--- config.mk ---
export PLATFORM = sky130hd
export DESIGN_NAME = ct_idu_mat_rf_pipe8_issue_flat
export DESIGN_NICKNAME = d
export VERILOG_FILES = /design/src/rtl/ct_idu_mat_rf_pipe8_issue_if.sv /design/src/rtl/ct_idu_mat_rf_pipe8_issue.sv /design/src/flat_wrapper.sv
export SDC_FILE = /design/constraint.sdc
export NUM_CORES = 1
export LEC_CHECK = 0
export ABC_AREA = 1
export CAP_MARGIN = 20
export CORE_MARGIN = 8
export CORE_UTILIZATION = 30
export CTS_BUF_LIST = sky130_fd_sc_hd__clkbuf_8 sky130_fd_sc_hd__clkbuf_16
export CTS_CLUSTER_SIZE = 20
export DETAILED_ROUTE_END_ITERATION = 12
export PLACE_DENSITY = 0.47
export SLEW_MARGIN = 5
export SYNTH_ARGS = -nofsm -noshare
export SYNTH_HDL_FRONTEND = slang
export SYNTH_SLANG_ARGS = --single-unit
--- constraint.sdc ---
create_clock -name forever_cpuclk -period 13.3 [get_ports forever_cpuclk]
set_clock_uncertainty 0.1 [all_clocks]
set_input_delay 2.66 -clock forever_cpuclk [delete_from_list [all_inputs] [get_ports forever_cpuclk]]
set_output_delay 2.66 -clock forever_cpuclk [all_outputs]
set_load 0.05 [all_outputs]
--- src/rtl/ct_idu_mat_rf_pipe8_issue_if.sv ---
// Dispatch, issue and commit-bus signals between the IDU pipe8 issue queue and the
// matrix ALU. The issue queue holds the "master" view; dispatch, the ALU and the
// testbench hold the "slave" view.
interface ct_idu_mat_rf_pipe8_issue_if #(
    parameter int unsigned META_W = 31
);
    // Dispatch create port
    logic              dis_mat_pipe8_create_vld;
    logic [6:0]        dis_mat_pipe8_iid;
    logic [META_W-1:0] dis_mat_pipe8_meta;
    logic              dis_mat_pipe8_src0_vld;
    logic [63:0]       dis_mat_pipe8_src0;
    logic              mat_pipe8_dis_full;
    logic              mat_pipe8_empty;

    // ALU commit bus
    logic              mat_alu_cbus_ex1_pipe8_sel;
    logic [6:0]        mat_alu_cbus_ex1_pipe8_iid;

    // RF-stage issue
    logic              idu_mat_rf_alu_sel;
    logic              idu_mat_rf_alu_gateclk_sel;
    logic [6:0]        idu_mat_rf_pipe8_iid;
    logic [META_W-1:0] idu_mat_rf_pipe8_alu_meta;
    logic              idu_mat_rf_pipe8_alu_src0_vld;
    logic [63:0]       idu_mat_rf_pipe8_alu_src0;

    modport master (
        input  dis_mat_pipe8_create_vld,
        input  dis_mat_pipe8_iid,
        input  dis_mat_pipe8_meta,
        input  dis_mat_pipe8_src0_vld,
        input  dis_mat_pipe8_src0,
        output mat_pipe8_dis_full,
        output mat_pipe8_empty,
        input  mat_alu_cbus_ex1_pipe8_sel,
        input  mat_alu_cbus_ex1_pipe8_iid,
        output idu_mat_rf_alu_sel,
        output idu_mat_rf_alu_gateclk_sel,
        output idu_mat_rf_pipe8_iid,
        output idu_mat_rf_pipe8_alu_meta,
        output idu_mat_rf_pipe8_alu_src0_vld,
        output idu_mat_rf_pipe8_alu_src0
    );

    modport slave (
        output dis_mat_pipe8_create_vld,
        output dis_mat_pipe8_iid,
        output dis_mat_pipe8_meta,
        output dis_mat_pipe8_src0_vld,
        output dis_mat_pipe8_src0,
        input  mat_pipe8_dis_full,
        input  mat_pipe8_empty,
        output mat_alu_cbus_ex1_pipe8_sel,
        output mat_alu_cbus_ex1_pipe8_iid,
        input  idu_mat_rf_alu_sel,
        input  idu_mat_rf_alu_gateclk_sel,
        input  idu_mat_rf_pipe8_iid,
        input  idu_mat_rf_pipe8_alu_meta,
        input  idu_mat_rf_pipe8_alu_src0_vld,
        input  idu_mat_rf_pipe8_alu_src0
    );
endinterface

--- src/rtl/ct_idu_mat_rf_pipe8_issue.sv ---
// In-order issue queue for matrix-ALU pipe8. Dispatch pushes instructions; the head
// is presented to the ALU RF stage and popped when issued. Issue is throttled by the
// number of instructions issued but not yet committed on the ALU cbus.
module ct_idu_mat_rf_pipe8_issue #(
    parameter int unsigned DEPTH        = 4,
    parameter int unsigned MAX_INFLIGHT = 2,
    parameter int unsigned META_W       = 31
) (
    input logic                             forever_cpuclk,
    input logic                             cpurst,
    input logic                             rtu_yy_xx_flush,
    ct_idu_mat_rf_pipe8_issue_if.master     pipe
);
    localparam int unsigned AW    = $clog2(DEPTH);
    localparam int unsigned PTR_W = AW + 1;
    localparam int unsigned CNT_W = $clog2(MAX_INFLIGHT) + 1;

    // Queue storage
    logic [6:0]        iid_q      [DEPTH];
    logic [META_W-1:0] meta_q     [DEPTH];
    logic              src0_vld_q [DEPTH];
    logic [63:0]       src0_q     [DEPTH];

    logic [PTR_W-1:0]  wr_ptr_q, wr_ptr_d;
    logic [PTR_W-1:0]  rd_ptr_q, rd_ptr_d;
    logic [CNT_W-1:0]  inflight_q, inflight_d;

    // Oldest-first iids of issued, uncommitted instructions; only feeds the cbus check
    logic [6:0]        shadow_q [MAX_INFLIGHT];
    logic [6:0]        shadow_d [MAX_INFLIGHT];

    logic              empty;
    logic              full;
    logic              wr_en;
    logic              can_iss;
    logic              alu_sel;
    logic              cbus_dec;
    logic [AW-1:0]     wr_idx;
    logic [AW-1:0]     rd_idx;
    logic [CNT_W-1:0]  shadow_wr_idx;

    assign wr_idx = wr_ptr_q[AW-1:0];
    assign rd_idx = rd_ptr_q[AW-1:0];
    assign empty  = (wr_ptr_q == rd_ptr_q);
    assign full   = (wr_idx == rd_idx) && (wr_ptr_q[AW] != rd_ptr_q[AW]);

    // Full is registered state, so a create while full is dropped even if the head pops
    assign wr_en    = pipe.dis_mat_pipe8_create_vld && !full && !rtu_yy_xx_flush;
    assign can_iss  = !empty && (inflight_q < CNT_W'(MAX_INFLIGHT));
    assign alu_sel  = can_iss && !rtu_yy_xx_flush;
    // A commit with nothing inflight saturates at zero
    assign cbus_dec = pipe.mat_alu_cbus_ex1_pipe8_sel && !rtu_yy_xx_flush
                      && (inflight_q != '0);
    assign shadow_wr_idx = inflight_q - CNT_W'(cbus_dec);

    assign pipe.mat_pipe8_dis_full            = full;
    assign pipe.mat_pipe8_empty               = empty && (inflight_q == '0);
    assign pipe.idu_mat_rf_alu_sel            = alu_sel;
    assign pipe.idu_mat_rf_alu_gateclk_sel    = can_iss;
    assign pipe.idu_mat_rf_pipe8_iid          = iid_q[rd_idx];
    assign pipe.idu_mat_rf_pipe8_alu_meta     = meta_q[rd_idx];
    assign pipe.idu_mat_rf_pipe8_alu_src0_vld = src0_vld_q[rd_idx];
    assign pipe.idu_mat_rf_pipe8_alu_src0     = src0_q[rd_idx];

    // Next-state for pointers and the inflight counter; flush clears both
    always_comb begin
        wr_ptr_d   = wr_ptr_q;
        rd_ptr_d   = rd_ptr_q;
        inflight_d = inflight_q;
        if (rtu_yy_xx_flush) begin
            wr_ptr_d   = '0;
            rd_ptr_d   = '0;
            inflight_d = '0;
        end else begin
            if (wr_en) begin
                wr_ptr_d = wr_ptr_q + PTR_W'(1);
            end
            if (alu_sel) begin
                rd_ptr_d = rd_ptr_q + PTR_W'(1);
            end
            inflight_d = inflight_q + CNT_W'(alu_sel) - CNT_W'(cbus_dec);
        end
    end

    // Shadow iid FIFO: shift out on commit, append the issued iid behind the survivors
    always_comb begin
        for (int i = 0; i < int'(MAX_INFLIGHT); i++) begin
            shadow_d[i] = shadow_q[i];
        end
        if (cbus_dec) begin
            for (int i = 0; i < int'(MAX_INFLIGHT) - 1; i++) begin
                shadow_d[i] = shadow_q[i + 1];
            end
        end
        for (int i = 0; i < int'(MAX_INFLIGHT); i++) begin
            if (alu_sel && (CNT_W'(i) == shadow_wr_idx)) begin
                shadow_d[i] = iid_q[rd_idx];
            end
        end
    end

    // Control state registers
    always_ff @(posedge forever_cpuclk or posedge cpurst) begin
        if (cpurst) begin
            wr_ptr_q   <= '0;
            rd_ptr_q   <= '0;
            inflight_q <= '0;
            for (int i = 0; i < int'(MAX_INFLIGHT); i++) begin
                shadow_q[i] <= '0;
            end
        end else begin
            wr_ptr_q   <= wr_ptr_d;
            rd_ptr_q   <= rd_ptr_d;
            inflight_q <= inflight_d;
            for (int i = 0; i < int'(MAX_INFLIGHT); i++) begin
                shadow_q[i] <= shadow_d[i];
            end
        end
    end

    // Entry storage; cleared on reset so the issue data outputs read zero
    always_ff @(posedge forever_cpuclk or posedge cpurst) begin
        if (cpurst) begin
            for (int i = 0; i < int'(DEPTH); i++) begin
                iid_q[i]      <= '0;
                meta_q[i]     <= '0;
                src0_vld_q[i] <= 1'b0;
                src0_q[i]     <= '0;
            end
        end else if (wr_en) begin
            iid_q[wr_idx]      <= pipe.dis_mat_pipe8_iid;
            meta_q[wr_idx]     <= pipe.dis_mat_pipe8_meta;
            src0_vld_q[wr_idx] <= pipe.dis_mat_pipe8_src0_vld;
            src0_q[wr_idx]     <= pipe.dis_mat_pipe8_src0;
        end
    end

    // The ALU must commit in issue order and never more than it was issued
    a_cbus_order: assert property (
        @(posedge forever_cpuclk) disable iff (cpurst)
        (pipe.mat_alu_cbus_ex1_pipe8_sel && !rtu_yy_xx_flush)
            |-> ((inflight_q != '0) && (pipe.mat_alu_cbus_ex1_pipe8_iid == shadow_q[0]))
    ) else $error("pipe8 cbus commit out of order or without inflight instruction");

endmodule

--- src/flat_wrapper.sv ---
// flat-port wrapper written by rule: the top's interface ports become plain ports
module ct_idu_mat_rf_pipe8_issue_flat 
#(
    parameter int unsigned DEPTH        = 4,
    parameter int unsigned MAX_INFLIGHT = 2,
    parameter int unsigned META_W       = 31
)
  (forever_cpuclk, cpurst, rtu_yy_xx_flush, pipe_dis_mat_pipe8_create_vld, pipe_dis_mat_pipe8_iid, pipe_dis_mat_pipe8_meta, pipe_dis_mat_pipe8_src0_vld, pipe_dis_mat_pipe8_src0, pipe_mat_pipe8_dis_full, pipe_mat_pipe8_empty, pipe_mat_alu_cbus_ex1_pipe8_sel, pipe_mat_alu_cbus_ex1_pipe8_iid, pipe_idu_mat_rf_alu_sel, pipe_idu_mat_rf_alu_gateclk_sel, pipe_idu_mat_rf_pipe8_iid, pipe_idu_mat_rf_pipe8_alu_meta, pipe_idu_mat_rf_pipe8_alu_src0_vld, pipe_idu_mat_rf_pipe8_alu_src0);
  ct_idu_mat_rf_pipe8_issue_if #(.META_W(META_W)) pipe_i ();
  input logic forever_cpuclk;
  input logic cpurst;
  input logic rtu_yy_xx_flush;
  input wire logic [$bits(pipe_i.dis_mat_pipe8_create_vld)-1:0] pipe_dis_mat_pipe8_create_vld;
  input wire logic [$bits(pipe_i.dis_mat_pipe8_iid)-1:0] pipe_dis_mat_pipe8_iid;
  input wire logic [$bits(pipe_i.dis_mat_pipe8_meta)-1:0] pipe_dis_mat_pipe8_meta;
  input wire logic [$bits(pipe_i.dis_mat_pipe8_src0_vld)-1:0] pipe_dis_mat_pipe8_src0_vld;
  input wire logic [$bits(pipe_i.dis_mat_pipe8_src0)-1:0] pipe_dis_mat_pipe8_src0;
  output wire logic [$bits(pipe_i.mat_pipe8_dis_full)-1:0] pipe_mat_pipe8_dis_full;
  output wire logic [$bits(pipe_i.mat_pipe8_empty)-1:0] pipe_mat_pipe8_empty;
  input wire logic [$bits(pipe_i.mat_alu_cbus_ex1_pipe8_sel)-1:0] pipe_mat_alu_cbus_ex1_pipe8_sel;
  input wire logic [$bits(pipe_i.mat_alu_cbus_ex1_pipe8_iid)-1:0] pipe_mat_alu_cbus_ex1_pipe8_iid;
  output wire logic [$bits(pipe_i.idu_mat_rf_alu_sel)-1:0] pipe_idu_mat_rf_alu_sel;
  output wire logic [$bits(pipe_i.idu_mat_rf_alu_gateclk_sel)-1:0] pipe_idu_mat_rf_alu_gateclk_sel;
  output wire logic [$bits(pipe_i.idu_mat_rf_pipe8_iid)-1:0] pipe_idu_mat_rf_pipe8_iid;
  output wire logic [$bits(pipe_i.idu_mat_rf_pipe8_alu_meta)-1:0] pipe_idu_mat_rf_pipe8_alu_meta;
  output wire logic [$bits(pipe_i.idu_mat_rf_pipe8_alu_src0_vld)-1:0] pipe_idu_mat_rf_pipe8_alu_src0_vld;
  output wire logic [$bits(pipe_i.idu_mat_rf_pipe8_alu_src0)-1:0] pipe_idu_mat_rf_pipe8_alu_src0;
  assign pipe_i.dis_mat_pipe8_create_vld = pipe_dis_mat_pipe8_create_vld;
  assign pipe_i.dis_mat_pipe8_iid = pipe_dis_mat_pipe8_iid;
  assign pipe_i.dis_mat_pipe8_meta = pipe_dis_mat_pipe8_meta;
  assign pipe_i.dis_mat_pipe8_src0_vld = pipe_dis_mat_pipe8_src0_vld;
  assign pipe_i.dis_mat_pipe8_src0 = pipe_dis_mat_pipe8_src0;
  assign pipe_mat_pipe8_dis_full = pipe_i.mat_pipe8_dis_full;
  assign pipe_mat_pipe8_empty = pipe_i.mat_pipe8_empty;
  assign pipe_i.mat_alu_cbus_ex1_pipe8_sel = pipe_mat_alu_cbus_ex1_pipe8_sel;
  assign pipe_i.mat_alu_cbus_ex1_pipe8_iid = pipe_mat_alu_cbus_ex1_pipe8_iid;
  assign pipe_idu_mat_rf_alu_sel = pipe_i.idu_mat_rf_alu_sel;
  assign pipe_idu_mat_rf_alu_gateclk_sel = pipe_i.idu_mat_rf_alu_gateclk_sel;
  assign pipe_idu_mat_rf_pipe8_iid = pipe_i.idu_mat_rf_pipe8_iid;
  assign pipe_idu_mat_rf_pipe8_alu_meta = pipe_i.idu_mat_rf_pipe8_alu_meta;
  assign pipe_idu_mat_rf_pipe8_alu_src0_vld = pipe_i.idu_mat_rf_pipe8_alu_src0_vld;
  assign pipe_idu_mat_rf_pipe8_alu_src0 = pipe_i.idu_mat_rf_pipe8_alu_src0;
  ct_idu_mat_rf_pipe8_issue #(.DEPTH(DEPTH), .MAX_INFLIGHT(MAX_INFLIGHT), .META_W(META_W)) u_core (.forever_cpuclk(forever_cpuclk), .cpurst(cpurst), .rtu_yy_xx_flush(rtu_yy_xx_flush), .pipe(pipe_i));
endmodule
==> key figures <==
Status
  – Status: finished clean

Global routing
  – First-pass GRT wire length: around 100000 um
  – Largest net degree at the start of global routing: 168
  – Overall Global Routing Usage: 17.97%
  – Initial antenna violation count: 8
  – Vias in the first global route: 16.90k
  – Total grt overflow: 0

Clock tree
  – CTS Hold Bufs: 0
  – Skew-Pair Late Insertion Delay: ~0.6 ns
  – Post-CTS setup buffers: 0
  – H-Tree Depth: 2
  – CTS root buf: clkbuf_16
  – Num CTS Buffers: 50
  – Max clock buf depth: 3
  – Clock-pin transition on the worst setup and hold timing paths: 0.06 ns
  – TritonCTS clock tree: done
  – Clock tree sinks: 420
  – PostCTS Resize Cnt: 0

Setup path
  – Worst Path Arrival: approximately 4.6 ns
  – Crit-path max FO: between 50 and 60
  – Reg2reg start: u_core.rd_ptr_q[1]
  – CP required: ~11 ns
  – Setup crit end kind: primary output
  – Crit path kind: register to primary output
  – R2r setup slk: 8.69 ns
  – Reg2reg path depth: 9
  – Worst setup SP type: register
  – RR Endpoint: u_core.src0_q[28]

Drt
  – Mean routed wirelength per cell: about 19 um
  – Residual DRC: 0
  – Vias: 16.61k
  – Initial drt markers: ~1.3k
  – Antenna Nets Post-Route: 0
  – Detailed-route wire length: 64530 um
  – First-pass iteration count of the detailed router: 5
  – DR vias/cell: 4.837

Finish
  – Syn-to-layout area delta: 22.85%
  – Fin util: around 37%
  – # fillers: ~6.4k
  – Nets: approximately 2.7k
  – Layout cells sized above 1: 4.810%

Timing
  – Final hold viol count: 0
  – Setup violations, final: 0
  – Crit path time final: 7.320 ns
  – Unrepaired setup endpoints after global routing: no
  – TNS Setup: 0 ns
  – Max_slew headroom: 28.48%
  – Slew @ Worst Pin: 1.073 ns
  – Final Max Tran Viols: 0
  – Fmax: 0.1366 GHz
  – Period utilisation layout: 55.03%

Logic synthesis
  – Yosys reg bits: between 400 and 500
  – Mean post-synth cell area: about 7.9 um^2
  – Sequential fraction of the synthesis area: 55.50%
  – Cells after synthesis: 2402
  – Synthesized cell area: 18940 um^2
  – Syn Nets: 2524
  – Yosys warns: 0
  – Count of cell types in the netlist: 20

Min path
  – Hold Path Origin: u_core.meta_q[91]
  – Hold Crit Depth: 2
  – Worst Hold End: u_core.meta_q[91]
  – HP Class: register to register

Floorplanning
  – DIE HEIGHT: ~270 um
  – Core footprint: 62740 um^2
  – Initial core utilization: between 30% and 40%
  – Io pins: ~220
  – Die Width: 267.2 um
  – # rows: 92
  – Die Area: 71420 um^2

Placement
  – IO Port Bufs: 214
  – Final HPWL DP: 34000 um
  – Placer congestion estimate: 0.7601

Power and ir drop
  – Psw: 2.669 mW
  – Worst vdd ir: 0.0002652 V
  – LEAKAGE: ~12 nW
  – Switching part of the total: between 40% and 50%
  – Internal Power: between 3 and 4 mW
  – Sequential cell fraction of total power: 32.7%
  – Combinational power share: 43.6%
  – Clock power share: 23.7%
  – Power Density: 262.1 nW/um^2

Job
  – Maxcap violations: 0
[synthesized netlist by cell type (all sizes together)]
cell type	count	area [um^2]
nand2	1254	4707
dfrtp	420	10510
nor2	214	833.3
o21ai	209	1046
o22ai	103	644.4
buf	84	616.8
clkbuf	72	270.3
inv	19	71.32
nand4	8	50.05
ha	7	87.58
nand3	7	60.05
xor2	3	26.28
nor3	1	5.000
xnor2	1	8.760
[kinds of logic after synthesis]
group | Yosys count | synth area share, %
and+or+nand+nor | 1484 | 29.86
DFF | 420 | 55.50
AOI/OAI and AO/OA | 312 | 8.926
buffers and inverters | 175 | 5.061
adders and majority gates | 7 | 0.4625
xor gates and xnor gates | 4 | 0.1850
[cell type report]
cell class	instances	area (um^2)	share of cell area, %
Antenna cell	9	22.52	0.09681
Clock buffer	67	1485	6.384
Clock inverter	25	267.8	1.151
Inverter	19	81.33	0.3496
Multi-Input combinational cell	1807	7468	32.10
Sequential cell	420	10520	45.21
Tap cell	846	1059	4.550
Timing Repair Buffer	240	2362	10.15
[worst max-delay path by stage]
stage | from | endpoint | slack, ns | depth (start not counted)
floorplan | cpurst | u_core.iid_q[0] | 4.87 | 1
global placement | rtu_yy_xx_flush | pipe_idu_mat_rf_alu_sel | 6.39 | 3
detailed placement | rtu_yy_xx_flush | pipe_idu_mat_rf_alu_sel | 6.39 | 3
CTS | u_core.rd_ptr_q[1] | pipe_idu_mat_rf_alu_sel | 5.96 | 7
global route | u_core.rd_ptr_q[0] | pipe_idu_mat_rf_alu_sel | 5.69 | 8
finish | u_core.rd_ptr_q[1] | pipe_idu_mat_rf_alu_sel | 5.98 | 7
[critical path, stage by stage (launching register included)]
cell             delay [ns]
dfrtp_4                0.93
clkinv_2               1.05
nand2_1                0.25
nand2_1                0.13
nand4_1                0.23
nand2_1                0.26
nor2_1                 0.20
clkdlybuf4s50_1        0.83
[power groups by stage]
| stage | sequential (mW) | combinational (mW) | clock (mW) |
|---|---|---|---|
| 6_report | 1.99 | 2.66 | 1.44 |
| 5_1_grt | 2.04 | 2.89 | 1.54 |
| 4_1_cts | 1.99 | 2.70 | 1.49 |
| 3_5_place_dp | 2.00 | 2.69 | 0 |
| 3_3_place_gp | 1.99 | 2.67 | 0 |
| 2_1_floorplan | 1.90 | 1.86 | 0 |
[per-layer routing]
layer / track usage (%) / wire (um)
met5: 0 / 0
met4: 4.102 / 1088
met2: 30.04 / 30600
met1: 24.08 / 28890
met3: 3.268 / 3942
[state kept, by name, summed over array words and instances (netlist names)]
signal	flops
u_core.src0_q	256
u_core.wr_ptr_q	3
u_core.meta_q	124
u_core.src0_vld_q	4
u_core.rd_ptr_q	3
u_core.iid_q	28
u_core.inflight_q	2
[cell usage in the layout (no fill, tap or decap), drive strengths merged]
| cell | Yosys | layout |
|---|---|---|
| o21ai | 209 | 209 |
| clkbuf | 72 | 67 |
| nor2 | 214 | 214 |
| nand3 | 7 | 7 |
| diode | 0 | 9 |
| nand2 | 1254 | 1254 |
| ha | 7 | 7 |
| o22ai | 103 | 103 |
| buf | 84 | 26 |
| clkinvlp | 0 | 3 |
| xnor2 | 1 | 1 |
| nand4 | 8 | 8 |
| inv | 19 | 24 |
| clkinv | 0 | 12 |
| bufinv | 0 | 5 |
| nor3 | 1 | 1 |
| xor2 | 3 | 3 |
| dfrtp | 420 | 420 |
| clkdlybuf4s50 | 0 | 214 |
[metrics by stage]
step / power, mW / cell area [um^2] / std cells / setup slack, ns / hold slack (ns)
floorplan: 3.760 / 18940 / 2402 / 4.874 / 0.3436
global placement: 4.666 / 21490 / 3332 / 6.391 / 0.3562
detailed placement: 4.689 / 21490 / 3332 / 6.388 / 0.3596
CTS: 6.174 / 23240 / 3424 / 5.955 / 0.3753
global route: 6.470 / 23250 / 3427 / 5.687 / 0.3864
finish: 6.098 / 23260 / 3433 / 5.980 / 0.3701
Power figures use the tool's default switching activity.
